File: src/rtl/tlc_pkg.sv
// Shared types and constants for the traffic-light phase controller.
package tlc_pkg;

    // Controller phases. Encoding is fixed so the debug state output is stable.
    typedef enum logic [2:0] {
        ST_MAIN_GREEN  = 3'd0,
        ST_MAIN_YELLOW = 3'd1,
        ST_ALL_RED_A   = 3'd2,
        ST_WALK        = 3'd3,
        ST_SIDE_GREEN  = 3'd4,
        ST_SIDE_YELLOW = 3'd5,
        ST_ALL_RED_B   = 3'd6
    } tlc_state_t;

    // Lamp encodings, {R,Y,G} one-hot.
    localparam logic [2:0] LIGHT_RED = 3'b100;
    localparam logic [2:0] LIGHT_YEL = 3'b010;
    localparam logic [2:0] LIGHT_GRN = 3'b001;

    // Largest of the five dwell durations; sizes the dwell counter.
    function automatic int max_dwell(input int a, input int b, input int c,
                                     input int d, input int e);
        int m;
        m = a;
        if (b > m) m = b;
        if (c > m) m = c;
        if (d > m) m = d;
        if (e > m) m = e;
        return m;
    endfunction

endpackage

File: src/rtl/tlc_phase_controller_timer.sv
// Dwell timer: loads a duration on state entry and counts down on tick.
module tlc_dwell_timer #(
    parameter int              CW      = 3,
    parameter logic [CW-1:0]   RST_VAL = '0
) (
    input  logic          clk_in,
    input  logic          rst,
    input  logic          load_i,
    input  logic [CW-1:0] load_val_i,
    input  logic          tick_i,
    output logic [CW-1:0] count_o,
    output logic          expire_o
);

    logic [CW-1:0] count_q;
    logic [CW-1:0] count_d;

    // Next count: load wins, otherwise decrement on tick and hold at zero.
    always_comb begin
        count_d = count_q;
        if (load_i) begin
            count_d = load_val_i;
        end else if (tick_i && (count_q != '0)) begin
            count_d = count_q - CW'(1);
        end
    end

    // Count register, reset to the duration of the reset phase.
    always_ff @(posedge clk_in or posedge rst) begin
        if (rst) begin
            count_q <= RST_VAL;
        end else begin
            count_q <= count_d;
        end
    end

    assign count_o  = count_q;
    assign expire_o = tick_i && (count_q == CW'(1));

endmodule

File: src/rtl/tlc_phase_controller.sv
// Traffic-light phase sequencer: Moore FSM with latched side-road and
// pedestrian demand, tick-counted dwell times and registered lamp outputs.
module tlc_phase_controller
    import tlc_pkg::*;
#(
    parameter int GREEN_MAIN_MIN = 6,
    parameter int GREEN_SIDE     = 4,
    parameter int YELLOW         = 2,
    parameter int ALL_RED        = 1,
    parameter int WALK           = 3
) (
    input  logic       clk_in,
    input  logic       rst,
    input  logic       tick,
    input  logic       car_side,
    input  logic       ped_req,
    output logic [2:0] main_light,
    output logic [2:0] side_light,
    output logic       walk,
    output logic       ped_ack,
    output tlc_state_t state_o
);

    localparam int CW = $clog2(max_dwell(GREEN_MAIN_MIN, GREEN_SIDE, YELLOW,
                                         ALL_RED, WALK) + 1);

    if (GREEN_MAIN_MIN < 1 || GREEN_SIDE < 1 || YELLOW < 1 ||
        ALL_RED < 1 || WALK < 1) begin : g_bad_param
        $error("tlc_phase_controller: every dwell parameter must be >= 1");
    end

    tlc_state_t    state_q, state_d;
    logic          car_pending_q, car_pending_d;
    logic          ped_pending_q, ped_pending_d;
    logic [2:0]    main_light_q, main_light_d;
    logic [2:0]    side_light_q, side_light_d;
    logic          walk_q, walk_d;
    logic          load;
    logic [CW-1:0] load_val;
    logic [CW-1:0] count;
    logic          expire;
    logic          enter_side;
    logic          enter_walk;

    // Dwell length of a phase; MAIN_GREEN uses its minimum.
    function automatic logic [CW-1:0] dwell_of(input tlc_state_t s);
        case (s)
            ST_MAIN_GREEN:  return CW'(GREEN_MAIN_MIN);
            ST_MAIN_YELLOW: return CW'(YELLOW);
            ST_SIDE_YELLOW: return CW'(YELLOW);
            ST_WALK:        return CW'(WALK);
            ST_SIDE_GREEN:  return CW'(GREEN_SIDE);
            default:        return CW'(ALL_RED);
        endcase
    endfunction

    tlc_dwell_timer #(
        .CW      (CW),
        .RST_VAL (CW'(ALL_RED))
    ) u_timer (
        .clk_in     (clk_in),
        .rst        (rst),
        .load_i     (load),
        .load_val_i (load_val),
        .tick_i     (tick),
        .count_o    (count),
        .expire_o   (expire)
    );

    // Next phase; main green leaves only once its minimum is served and demand exists.
    always_comb begin
        state_d = state_q;
        unique case (state_q)
            ST_MAIN_GREEN:  if (tick && (count <= CW'(1)) && (car_pending_q || ped_pending_q))
                                state_d = ST_MAIN_YELLOW;
            ST_MAIN_YELLOW: if (expire) state_d = ST_ALL_RED_A;
            ST_ALL_RED_A:   if (expire) state_d = ped_pending_q ? ST_WALK : ST_SIDE_GREEN;
            ST_WALK:        if (expire) state_d = car_pending_q ? ST_SIDE_GREEN : ST_ALL_RED_B;
            ST_SIDE_GREEN:  if (expire) state_d = ST_SIDE_YELLOW;
            ST_SIDE_YELLOW: if (expire) state_d = ST_ALL_RED_B;
            ST_ALL_RED_B:   if (expire) state_d = ST_MAIN_GREEN;
            default:        state_d = ST_ALL_RED_B;
        endcase
    end

    // Timer reload on every phase change, and demand latches where clear beats set.
    always_comb begin
        load          = (state_d != state_q);
        load_val      = dwell_of(state_d);
        enter_side    = (state_d == ST_SIDE_GREEN) && (state_q != ST_SIDE_GREEN);
        enter_walk    = (state_d == ST_WALK) && (state_q != ST_WALK);
        car_pending_d = (car_pending_q || car_side) && !enter_side;
        ped_pending_d = (ped_pending_q || ped_req) && !enter_walk;
    end

    // Lamp decode from the next phase so lamps switch on the same edge as the state.
    always_comb begin
        main_light_d = LIGHT_RED;
        side_light_d = LIGHT_RED;
        walk_d       = 1'b0;
        case (state_d)
            ST_MAIN_GREEN:  main_light_d = LIGHT_GRN;
            ST_MAIN_YELLOW: main_light_d = LIGHT_YEL;
            ST_SIDE_GREEN:  side_light_d = LIGHT_GRN;
            ST_SIDE_YELLOW: side_light_d = LIGHT_YEL;
            ST_WALK:        walk_d       = 1'b1;
            default:        ;
        endcase
    end

    // State, demand and lamp registers; reset forces all-red immediately.
    always_ff @(posedge clk_in or posedge rst) begin
        if (rst) begin
            state_q       <= ST_ALL_RED_B;
            car_pending_q <= 1'b0;
            ped_pending_q <= 1'b0;
            main_light_q  <= LIGHT_RED;
            side_light_q  <= LIGHT_RED;
            walk_q        <= 1'b0;
        end else begin
            state_q       <= state_d;
            car_pending_q <= car_pending_d;
            ped_pending_q <= ped_pending_d;
            main_light_q  <= main_light_d;
            side_light_q  <= side_light_d;
            walk_q        <= walk_d;
        end
    end

    assign main_light = main_light_q;
    assign side_light = side_light_q;
    assign walk       = walk_q;
    assign ped_ack    = ped_pending_q;
    assign state_o    = state_q;

endmodule

File: config.mk
export PLATFORM = sky130hd
export DESIGN_NAME = tlc_phase_controller
export DESIGN_NICKNAME = d
export VERILOG_FILES = /design/src/rtl/tlc_pkg.sv /design/src/rtl/tlc_phase_controller_timer.sv /design/src/rtl/tlc_phase_controller.sv
export SDC_FILE = /design/constraint.sdc
export NUM_CORES = 1
export LEC_CHECK = 0
export CAP_MARGIN = 10
export CORE_MARGIN = 2
export CORE_UTILIZATION = 44
export CTS_CLUSTER_DIAMETER = 30
export DETAILED_ROUTE_END_ITERATION = 10
export GPL_TIMING_DRIVEN = 0
export PLACE_DENSITY = 0.72
export SYNTH_ARGS = -nofsm -noshare
export SYNTH_HDL_FRONTEND = slang
export SYNTH_SLANG_ARGS = --single-unit
export TNS_END_PERCENT = 100
File: constraint.sdc
create_clock -name clk_in -period 1.7 [get_ports clk_in]
set_input_delay 0.17 -clock clk_in [delete_from_list [all_inputs] [get_ports clk_in]]
set_output_delay 0.17 -clock clk_in [all_outputs]
set_load 0.005 [all_outputs]
# Word-level counts from Yosys, hierarchy flattened
# Cells that the tools add are included.
# totals
ff_bits,15
inputBits,5
out_inout_bits,11
word_cells,57
# classes
add_sub_neg,1
n_lt_le_gt_ge,1
n_eq_ne,14
n_mux,16
n_reduce_logical,18
# op_table
cell,count
$mux 3,10
$pmux 3 s7,1
$eq 3x3->1 const B,5
$pmux 3 s2,2
$pmux 3 s4,1
$eq 3x1->1 const B,3
$eq 3x2->1 const B,3
$logic_and 1x1->1,8
$logic_not 3->1,2
$le 3x1->1 const B,1
$logic_or 1x1->1,3
$ne 3x2->1 const B,1
$ne 3x3->1,1
$ne 3x3->1 const B,1
$reduce_bool 3->1,1
$sub 3x1->3 const B,1
$logic_not 1->1,2
$mux 2,1
$reduce_bool 2->1,1
$reduce_or 2->1,1
$mux 1,1

# Depth between registers and ports, before layout
# logic_depth
word_depth,9
depth_mapped,8

# Modules after synthesis
# Synthesis repeated with hierarchy kept, for this count alone.
# hier_totals
hier_cells,82
hier_area_um2,885.8
# by_module_without_submodules
mod,n_inst,cells_per_inst,area_per_inst_um2,seq_area_each_um2
tlc_phase_controller,1,60,671.9,305.3
tlc_dwell_timer,1,22,214.0,76.3

# Least setup slack after synthesis
# No wires, ideal clock.
# synth_path
path_kind,reg-to-reg
start,register u_timer.count_q[0] (netlist: u_timer.count_o[0])
end,register u_timer.count_q[2] (netlist: u_timer.count_o[2])
setup_ps,82
arrival_ps,1592
path_slack_ps,25
path_stages_with_launch,7
n_path_buf,0
cell_sequence,dfstp_2 inv_1 ha_1 ha_1 nor2b_1 mux2_2 o22ai_1
# synth_between
elab_chain_cells,9
elab_cells_between_ends,27
classes_between,add/sub (1); order compare (1); eq/ne (6); mux (11); reduce/logical (8)
# synth_lines
element,line_no,text
from (decl),tlc_phase_controller_timer.sv:15,logic [CW-1:0] count_q;
from (signal assigned),tlc_phase_controller_timer.sv:33,count_q <= count_d;
$le 3x1->1,tlc_phase_controller.sv:74,ST_MAIN_GREEN: if (tick && (count <= CW'(1)) && (car_pending_q || ped_pending_q))
$logic_and 1x1->1 (2 in series),tlc_phase_controller.sv:74,
$mux 3,tlc_phase_controller.sv:74,
$pmux 3 s7,tlc_phase_controller.sv:73,unique case (state_q)
$eq 3x3->1 or $eq 3x1->1 (tied branches),tlc_phase_controller.sv:47,case (s)
$reduce_or 2->1 (no line),n/a,
$pmux 3 s4,tlc_phase_controller.sv:47,
$mux 3,tlc_phase_controller_timer.sv:21,if (load_i) begin
# Parallel ways exist; a longest one is shown, timed or not. The select of a mux whose other input is x is not followed.
# A chain may end at the register's enable or synchronous reset.

# Worst setup path after layout
# layout_path
start,register u_timer.count_q[1] (netlist: u_timer.count_o[1])
end,register u_timer.count_q[0] (netlist: u_timer.count_o[0])
# Same word-level chain as after synthesis.

==> results.ini <==
[routing]
met1_length_um = 870
wl_met2_mm = 1.10
route.detailed.wl_per_inst_um = 14.6
drc_errors = 0
drt_pre_antenna_iters = 4
dr_total_vias = 755
wl_met3_um = 69
top_layer = met4
ant_nets = 0
via_per_inst = 5.28
drtIter0Drc = 13
wirelength_mm = 2.09

[timing]
fin_ws_ps = -21.0
grt_setup_unrepaired = yes
fmax_ghz = 0.581
finalSetupViolCount = 1
finalCriticalPeriod_ps = 1720
fin_hold_ws_ps = 199
period_share = 1.01
worst_pin_slew_ps = 548
maxSlewViolCount = 0
hold_viol_final = 0
maxSlewHeadroom = 0.634
finalSetupTns_ps = -21.0
skew_ps = 7.07

[worst_hold_path]
hp-class = in2async

[setup_path]
rrSetupSlack_ps = -20
cp-start-kind = flop
cp_max_fo = 4
end_kind = flop
slowest_stage = dfrtp_1
setup.worst_path.end = u_timer.count_o[0]
crit_cells = 6
startpoint = u_timer.count_o[1]
crit_arrival_ps = 1960
worstSetupPathType = reg2reg
cp_cell_sequence = inv_2 -> ha_4 -> and3b_2 -> a22o_1 -> or2_4 -> mux2_4
cp_num_buf_inv = 1
crit_family = simple AND/OR/NAND/NOR gates
critPathMaxStageDelay_ps = 390
r2r-start = u_timer.count_o[1]
rr_endpoint = u_timer.count_o[0]
r2r_cells = 6
cp.required_ps = 1940

[die]
die_h_um = 47.4
rows = 15
start_util = 0.474
dieWidth_um = 47.4
io_pins = 16
dieArea_um2 = 2240
core_area_um2 = 1750

[final_layout]
area_growth_pct = 41.9
design_area_um2 = 1170
fin_util = 0.672
drive_gt1_frac = 0.339
antenna_cells = 0
final_cell_mix = clkdlybuf4s50_1, buf_4, dfrtp_1, nor2_1, a21oi_1
stdcell_count = 143
nNetsFinal = 127
layout_commonest_cell = clkdlybuf4s50_1
fillers = 141

[pwr]
p_clk_frac = 0.103
p_total_mw = 2.14
sw_frac_of_total = 0.390
p_seq_frac = 0.312
p_leak_nw = 0.523
power_switching_mw = 0.835
ir_drop_mv = 0.900
p_int_mw = 1.31
pwr_density_cell_nw_per_um2 = 1820
combinationalPowerShare = 0.585

[synth]
ys_types = 35
async_flop_share = 1.00
yosysSeqAreaShare = 0.461
yosysWarnings = 0
synth-edff-count = 0
synthCells = 88
syn_area_per_cell_um2 = 9.40
syn_nets = 96
syn_area_um2 = 827
synth_ff_type = dfrtp_1
ys_ff_latch = 15

[cts]
clk_pin_slew_worst_paths_ps = 100
root_buffer = clkbuf_4
htree_levels = 1
cts-buffers-inserted = 3
cts_sinks = 15
cts_buffer_depth = 2
clock_latency_ps = 300
cts_tree = built

[placed_design]
pre_cts_slack_ps = -190
placed_area_um2 = 1010
port_buffers = 15
gp_congestion = 0.793
dp_hpwl_mm = 1.25
dp.cells = 128

[outcome]
failed_checks = setup timing
status = finished, violations left

[global_routing]
antenna_found_initial = 0
grt_usage = 0.190
grt_pass1_vias = 685
grt_max_degree = 16
grt_first_pass_wirelength_mm = 2.95
globalRouteOverflowTotal = 0

[flow_run]
maxCapViolCount = 0

==> worst min-delay path by stage <==
stage,endpoint,from,cells past startpoint
finish,ped_ack,rst,2
global route,ped_ack,rst,2
CTS,ped_ack,rst,2
detailed placement,ped_ack,rst,2
global placement,ped_ack,rst,2
floorplan,car_pending_q,rst,1
==> area by class of cell <==
cell class	count	area [um^2]	share of cell area
Timing Repair Buffer	27	240	0.205
Buffer	2	8.76	0.00746
Clock buffer	3	22.5	0.0192
Inverter	8	30.0	0.0256
Sequential cell	15	382	0.325
Clock inverter	1	5.00	0.00426
Tap cell	25	31.3	0.0267
Multi-Input combinational cell	62	454	0.387
==> metal layers <==
layer / up-vias / GRT usage
met1: 358 / 0.230
met3: 8 / 0.0385
met5: - / 0
met4: 0 / 0.0778
li1: 364 / -
met2: 25 / 0.327
==> power by group through the flow <==
stage / combinational [mW] / clock (mW) / sequential, mW
after floorplan: 0.630 / 0 / 0.639
after global placement: 0.963 / 0 / 0.640
after detailed placement: 0.995 / 0 / 0.650
after CTS: 1.07 / 0.211 / 0.667
after global routing: 1.37 / 0.237 / 0.683
final: 1.25 / 0.221 / 0.667
==> worst reg2reg max path: stages, from the launching register on <==
cell and delay, ps:
dfrtp_1 390, inv_2 60, ha_4 170, and3b_2 200, a22o_1 260, or2_4 270, mux2_4 300
==> sequential cells by signal (all words and copies together) (netlist names) <==
register / cells
walk: 1
main_light: 3
ped_ack: 1
car_pending_q: 1
state_o: 3
side_light: 3
u_timer.count_o: 3
==> synthesized netlist by cell type (2+ instances only) <==
cell type,number,area share
nand2b_1,3,0.023
ha_1,3,0.045
nor2b_1,3,0.023
a21oi_1,8,0.048
dfstp_2,5,0.16
nand3_1,2,0.012
clkbuf_1,2,0.0091
nor3_1,3,0.018
nand4b_1,2,0.021
o21ai_0,3,0.018
inv_1,8,0.036
dfrtp_1,10,0.30
o21bai_1,2,0.018
nor2_1,10,0.045
nand2_1,4,0.018
==> cell families (layout without fill, tap and decap cells) <==
| group | after synthesis | in the layout | synth area share |
|---|---|---|---|
| AO/OA/AOI/OAI | 19 | 19 | 0.141 |
| multiplexers | 3 | 3 | 0.0439 |
| flip-flops | 15 | 15 | 0.461 |
| AND/OR/NAND/NOR | 36 | 36 | 0.247 |
| XOR/XNOR | 1 | 1 | 0.0106 |
| buffers and inverters | 11 | 41 | 0.0514 |
| adder cells (fa/ha/maj) | 3 | 3 | 0.0454 |
==> what timing repair did <==
item / in CTS / in global routing
pin swaps: 4 / 6
setup endpoints to repair: 5 / 6
setup buffers: 6 / 6
resized for setup: 9 / 10
hold buffers: 0 / 0
gates cloned: 0 / 0
Note: power is estimated with default switching activity, not from simulation.
